$ cat config.mk
export PLATFORM = sky130hd
export DESIGN_NAME = golomb_best_ruler_recorder
export DESIGN_NICKNAME = d
export VERILOG_FILES = /design/src/rtl/golomb_best_ruler_recorder.sv
export SDC_FILE = /design/constraint.sdc
export NUM_CORES = 1
export LEC_CHECK = 0
export ABC_AREA = 1
export CORE_UTILIZATION = 45
export CTS_CLUSTER_DIAMETER = 150
export DETAILED_ROUTE_END_ITERATION = 8
export PLACE_DENSITY = 0.75
export REMOVE_ABC_BUFFERS = 1
export SETUP_SLACK_MARGIN = 0.3
export SLEW_MARGIN = 5
export SYNTH_ARGS = -nofsm -noshare
export SYNTH_HDL_FRONTEND = slang
export SYNTH_SLANG_ARGS = --single-unit
$ cat constraint.sdc
create_clock -name clock -period 2.9 [get_ports clock]
set_input_delay 0.435 -clock clock [delete_from_list [all_inputs] [get_ports clock]]
set_output_delay 0.435 -clock clock [all_outputs]
set_load 0.005 [all_outputs]
$ cat src/rtl/golomb_best_ruler_recorder.sv
// Best-ruler recorder: latches each accepted Golomb ruler, tightens the shared length limit, streams the marks out, and flags exhaustion.
// Latency: 1 cycle from an accepted success to the limit update and to the first out_valid beat; the drain takes NUMPOSITIONS+1 beats minimum.
// Backpressure: out_mark, out_last and the beat index hold while out_ready=0; hold stays high until the last beat is taken, and a success seen meanwhile sets dropped.
//
// Ports:
//   clock, reset            rising-edge clock, asynchronous active-high reset
//   success, val            leaf reports a ruler of length val this cycle
//   enabled                 active mark level, 0 = search exhausted
//   marks_in                packed marks, m[0] in the most significant 9 bits
//   limit, hold             feedback to the mark counters
//   out_valid/ready/mark/last  mark stream, out_last on m[NUMPOSITIONS]
//   solutions, dropped, done   status outputs
module golomb_best_ruler_recorder #(
    parameter int NUMPOSITIONS = 5,
    parameter int INITLIMIT    = 500
) (
    input  logic                            clock,
    input  logic                            reset,
    input  logic                            success,
    input  logic [8:0]                      val,
    input  logic [6:0]                      enabled,
    input  logic [((NUMPOSITIONS+1)*9):1]   marks_in,
    output logic [8:0]                      limit,
    output logic                            hold,
    output logic                            out_valid,
    input  logic                            out_ready,
    output logic [8:0]                      out_mark,
    output logic                            out_last,
    output logic [15:0]                     solutions,
    output logic                            dropped,
    output logic                            done
);

    localparam int IDXW = (NUMPOSITIONS > 0) ? $clog2(NUMPOSITIONS + 1) : 1;
    localparam logic [IDXW-1:0] LAST_IDX = IDXW'(NUMPOSITIONS);

    typedef enum logic [1:0] {SEARCH, DRAIN, DONE} state_t;

    state_t          r_state;
    logic [8:0]      r_best [0:NUMPOSITIONS];
    logic [IDXW-1:0] r_idx;
    logic [8:0]      r_limit;
    logic            r_hold;
    logic            r_out_valid;
    logic [8:0]      r_out_mark;
    logic            r_out_last;
    logic [15:0]     r_solutions;
    logic            r_dropped;
    logic            r_done;
    // Exhaustion seen while a capture is in flight; decides where the drain ends up.
    logic            r_exh;

    logic [8:0]      w_cap [0:NUMPOSITIONS];
    logic            w_accept;
    logic            w_fire;
    logic            w_exh_now;
    logic [IDXW-1:0] w_idx_nxt;

    // The last mark is taken from val: the leaf value is authoritative, the
    // corresponding field of marks_in is not used.
    always_comb begin
        for (int k = 0; k <= NUMPOSITIONS; k++) begin
            w_cap[k] = '0;
        end
        for (int k = 0; k < NUMPOSITIONS; k++) begin
            w_cap[k] = marks_in[(NUMPOSITIONS + 1 - k) * 9 -: 9];
        end
        w_cap[NUMPOSITIONS] = val;
    end

    // val != 0 keeps val-1 from wrapping the limit.
    assign w_accept  = success && (val != 9'd0) && (val <= r_limit);
    assign w_fire    = r_out_valid && out_ready;
    assign w_exh_now = (enabled == 7'd0);
    assign w_idx_nxt = r_idx + 1'b1;

    always_ff @(posedge clock or posedge reset) begin
        if (reset) begin
            r_state     <= SEARCH;
            for (int k = 0; k <= NUMPOSITIONS; k++) begin
                r_best[k] <= '0;
            end
            r_idx       <= '0;
            r_limit     <= 9'(INITLIMIT);
            r_hold      <= 1'b0;
            r_out_valid <= 1'b0;
            r_out_mark  <= '0;
            r_out_last  <= 1'b0;
            r_solutions <= '0;
            r_dropped   <= 1'b0;
            r_done      <= 1'b0;
            r_exh       <= 1'b0;
        end else begin
            case (r_state)
                SEARCH: begin
                    // A ruler found in the same cycle as exhaustion still gets
                    // recorded; r_exh carries the exhaustion through the drain.
                    if (w_accept) begin
                        for (int k = 0; k <= NUMPOSITIONS; k++) begin
                            r_best[k] <= w_cap[k];
                        end
                        r_limit <= val - 9'd1;
                        if (r_solutions != 16'hFFFF) begin
                            r_solutions <= r_solutions + 16'd1;
                        end
                        r_hold      <= 1'b1;
                        r_idx       <= '0;
                        r_out_valid <= 1'b1;
                        r_out_mark  <= w_cap[0];
                        r_out_last  <= (NUMPOSITIONS == 0);
                        r_exh       <= w_exh_now;
                        r_state     <= DRAIN;
                    end else if (w_exh_now) begin
                        r_done  <= 1'b1;
                        r_state <= DONE;
                    end
                end
                DRAIN: begin
                    if (success) begin
                        r_dropped <= 1'b1;
                    end
                    if (w_exh_now) begin
                        r_exh <= 1'b1;
                    end
                    if (w_fire) begin
                        if (r_idx == LAST_IDX) begin
                            r_out_valid <= 1'b0;
                            r_out_last  <= 1'b0;
                            r_hold      <= 1'b0;
                            r_idx       <= '0;
                            if (r_exh || w_exh_now) begin
                                r_done  <= 1'b1;
                                r_state <= DONE;
                            end else begin
                                r_state <= SEARCH;
                            end
                        end else begin
                            r_idx      <= w_idx_nxt;
                            r_out_mark <= r_best[w_idx_nxt];
                            r_out_last <= (w_idx_nxt == LAST_IDX);
                        end
                    end
                end
                DONE: begin
                    r_hold      <= 1'b0;
                    r_out_valid <= 1'b0;
                    r_done      <= 1'b1;
                end
                default: begin
                    r_state <= SEARCH;
                end
            endcase
        end
    end

    assign limit     = r_limit;
    assign hold      = r_hold;
    assign out_valid = r_out_valid;
    assign out_mark  = r_out_mark;
    assign out_last  = r_out_last;
    assign solutions = r_solutions;
    assign dropped   = r_dropped;
    assign done      = r_done;

endmodule

==> flow_summary_export.csv <==
group,metric,value,unit
power_and_ir_drop,cellLeakagePower,3.41,nW
cts,cts_root_buffer,"clkbuf_16",
logic_synthesis,ys_seq_area_frac,0.459,
grt,grt_max_degree,65,
cts,cts_inserted_buffers,9,
logic_synthesis,yosys-top-cells-area,"dfrtp_1 (43%), nand2_1 (18%), o21ai_0 (5.4%), inv_1 (5.3%), nor2_1 (4.6%)",
outcome,violations,"DRC",
logic_synthesis,ys_ff_latch,98,
floorplanning,die_h,111,µm
finish,synthToLayoutAreaGrowth,28.0,%
finish,nets,910,
cts,cts_tree,"done",
cts,clk_latency,340,ps
grt,grt_usage,0.224,
logic_synthesis,netlist-cell-type-count,30,
placed_design,dp_hpwl,9.20,mm
logic_synthesis,yosys_warnings,0,
cts,htreeDepth,3,
floorplanning,core,11500,µm²
floorplanning,initial_utilization,0.465,
detailed_routing,drtPass1Iterations,6,
worst_setup_path,cp.required,3180,ps
floorplanning,dieArea,12400,µm²
worst_setup_path,start_kind,"register",
cts,cts_hold_buf,0,
grt,grt_antenna_before_repair,0,
detailed_routing,num_vias,4870,
worst_setup_path,path_buf_inv,4,
min_path,hp-start,"done",
worst_setup_path,r2r_setup_slack,590,ps
finish,drive_gt1_frac,0.0498,
power_and_ir_drop,ir_drop,0.378,mV
finish,diodes,0,
worst_setup_path,cpPeakStageDelay,400,ps
timing,finalClockSkew,5.64,ps
cts,cts_sinks,98,
grt,grt_pass1_wl,22.5,mm
floorplanning,rows,39,
timing,hold_viol,0,
detailed_routing,via_per_inst,5.04,
worst_setup_path,path_class,"reg2reg",
outcome,status,"finished, violations left",
detailed_routing,wl_per_cell,13.3,µm
worst_setup_path,path_delay_family,"buffers and inverters",
logic_synthesis,synth_cells,722,
min_path,holdPathEnd,"done",
timing,setup_tns,0,ps
floorplanning,dieWidth,111,µm
worst_setup_path,worstPathCellList,"inv_1 > ha_1 > buf_4 > inv_1 > a21oi_1 > clkinv_1 > nand3_2 > nand2_1 > nand2_1",
placed_design,portBuffers,103,
logic_synthesis,syn_avg_cell_area,7.42,µm²
cts,postCtsSetupBuffers,0,
timing,fin_crit_sh,0.797,
power_and_ir_drop,power.density,841,nW/µm²
min_path,hold_depth,1,
grt,first_global_vias,4815,
timing,fin_crit,2310,ps
worst_setup_path,reg2reg_from,"r_state[1]",
worst_setup_path,cp_max_fo,18,
cts,cts_resized,0,
worst_setup_path,critPathSlowestCell,"dfrtp_1",
logic_synthesis,synth_top_cell_by_area,"dfrtp_1",
timing,slew_headroom,0.656,
worst_setup_path,cp.arrival,2590,ps
worst_setup_path,critPathCaptureType,"register",
min_path,hp-class,"reg2reg",
placed_design,gp_congestion,0.846,
worst_setup_path,ff2ff_path_depth,9,
worst_setup_path,r2r-end,"out_mark[0]",
logic_synthesis,yosys.area.top_type_share,0.430,
detailed_routing,antenna_left,0,
logic_synthesis,syn_area,5360,µm²
timing,max_freq,0.433,GHz
power_and_ir_drop,total_power,5.77,mW
cts,clk_path_buf_depth,2,
detailed_routing,drt_iter0_drc,292,
timing,setup_viol_count_final,0,
floorplanning,ioPinCount,113,
timing,slew_violations,0,
finish,fin_area,6860,µm²
cts,clk_pin_slew,70,ps
timing,worst_slew_pin_slew,516,ps
detailed_routing,finalWirelength,12.9,mm
grt,overflow,0,
detailed_routing,drc,12,
placed_design,placed_area,6550,µm²
timing,rsz0062_at_grt,"false",
finish,fin_util,0.596,
job,cap_violations,0,
-- per-stage QoR --
stage | hold slack, ps | instances | worst slack (ps)
final | 464 | 966 | 589
after detailed placement | 453 | 950 | 277
after global placement | 445 | 950 | 330
after floorplan | 448 | 693 | -265
after CTS | 473 | 966 | 571
after global routing | 480 | 966 | 371
-- metal layers --
metal  global-route usage  vias up  wire length, µm
met4               0.0739        0              159
met3               0.0328       14              629
met5                    0        -                0
li1                     -     2446                -
met1                0.295     2288             5870
met2                0.378      122             6210
-- logic make-up (layout without fill, tap and decap cells) --
| family | count (synthesis) | count (layout) | synth area share |
|---|---|---|---|
| buffers and inverters | 109 | 210 | 0.0833 |
| adder cells (fa/ha/maj) | 18 | 18 | 0.0420 |
| AND/OR/NAND/NOR | 394 | 394 | 0.305 |
| XOR/XNOR | 19 | 19 | 0.0310 |
| AO/OA/AOI/OAI | 84 | 84 | 0.0801 |
| flip-flops | 98 | 98 | 0.459 |
-- report_power, final --
group | switching [mW] | internal, mW | leakage (nW) | total [mW]
clock | 0.516 | 0.744 | 0.152 | 1.26
combinational | 1.29 | 0.997 | 2.04 | 2.29
sequential | 0.285 | 1.94 | 1.22 | 2.22
total | 2.10 | 3.68 | 3.41 | 5.77
-- cell type report --
cell class / count / area [µm²]
fill: 1070 / 4650
sequential: 98 / 2460
multi-input combinational: 515 / 2450
timing repair buffer: 114 / 1150
inverter: 80 / 303
clock buffer: 13 / 270
tap: 143 / 179
clock inverter: 3 / 46.3
-- Yosys cell counts --
| library cell | count |
|---|---|
| nand3_1 | 39 |
| ha_1 | 18 |
| o21a_1 | 1 |
| nand2_1 | 261 |
| xnor2_1 | 8 |
| a21o_1 | 1 |
| buf_6 | 1 |
| nand2_4 | 1 |
| nor3_1 | 8 |
| o21ai_0 | 58 |
| nand4_1 | 11 |
| a31oi_1 | 1 |
| dfrtp_1 | 92 |
| or2_2 | 2 |
| nor2_1 | 66 |
| buf_2 | 12 |
| buf_1 | 2 |
| nand3b_1 | 2 |
| clkbuf_1 | 10 |
| dfstp_2 | 6 |
| inv_2 | 1 |
| clkinv_1 | 3 |
| o21bai_1 | 1 |
| nor4_4 | 1 |
| buf_4 | 4 |
| nand4_4 | 1 |
| a21oi_1 | 22 |
| inv_1 | 76 |
| nand3_2 | 2 |
| xor2_1 | 11 |
-- how the worst max path moves through the flow --
stage / start / endpoint / cells past startpoint
2_1_floorplan: limit[8] / solutions[12] / 13
3_3_place_gp: val[6] / solutions[12] / 15
3_5_place_dp: val[6] / solutions[14] / 14
4_1_cts: r_state[1] / out_mark[7] / 9
5_1_grt: r_state[1] / out_mark[6] / 9
6_report: r_state[1] / out_mark[0] / 9
-- sequential cells by signal (all words and copies together), names as in the netlist --
register,count
done,1
dropped,1
limit,9
out_last,1
out_mark,9
out_valid,1
r_best,54
r_exh,1
r_idx,3
r_state,2
solutions,16
-- layout by cell type (no fill, tap or decap), types with 3 or more instances in the layout --
master | synthesis | layout
nand2_1 | 261 | 261
xnor2_1 | 8 | 8
buf_4 | 4 | 8
dfstp_2 | 6 | 6
nor3_1 | 8 | 8
inv_1 | 76 | 75
clkbuf_8 | 0 | 3
nand4_1 | 11 | 11
o21ai_0 | 58 | 58
nor2_1 | 66 | 66
clkinv_1 | 3 | 3
dfrtp_1 | 92 | 92
ha_1 | 18 | 18
clkdlybuf4s50_1 | 0 | 103
clkbuf_16 | 0 | 9
nand3_1 | 39 | 39
xor2_1 | 11 | 11
a21oi_1 | 22 | 22
buf_12 | 0 | 3
No activity file was read; power rests on OpenSTA's default activity.
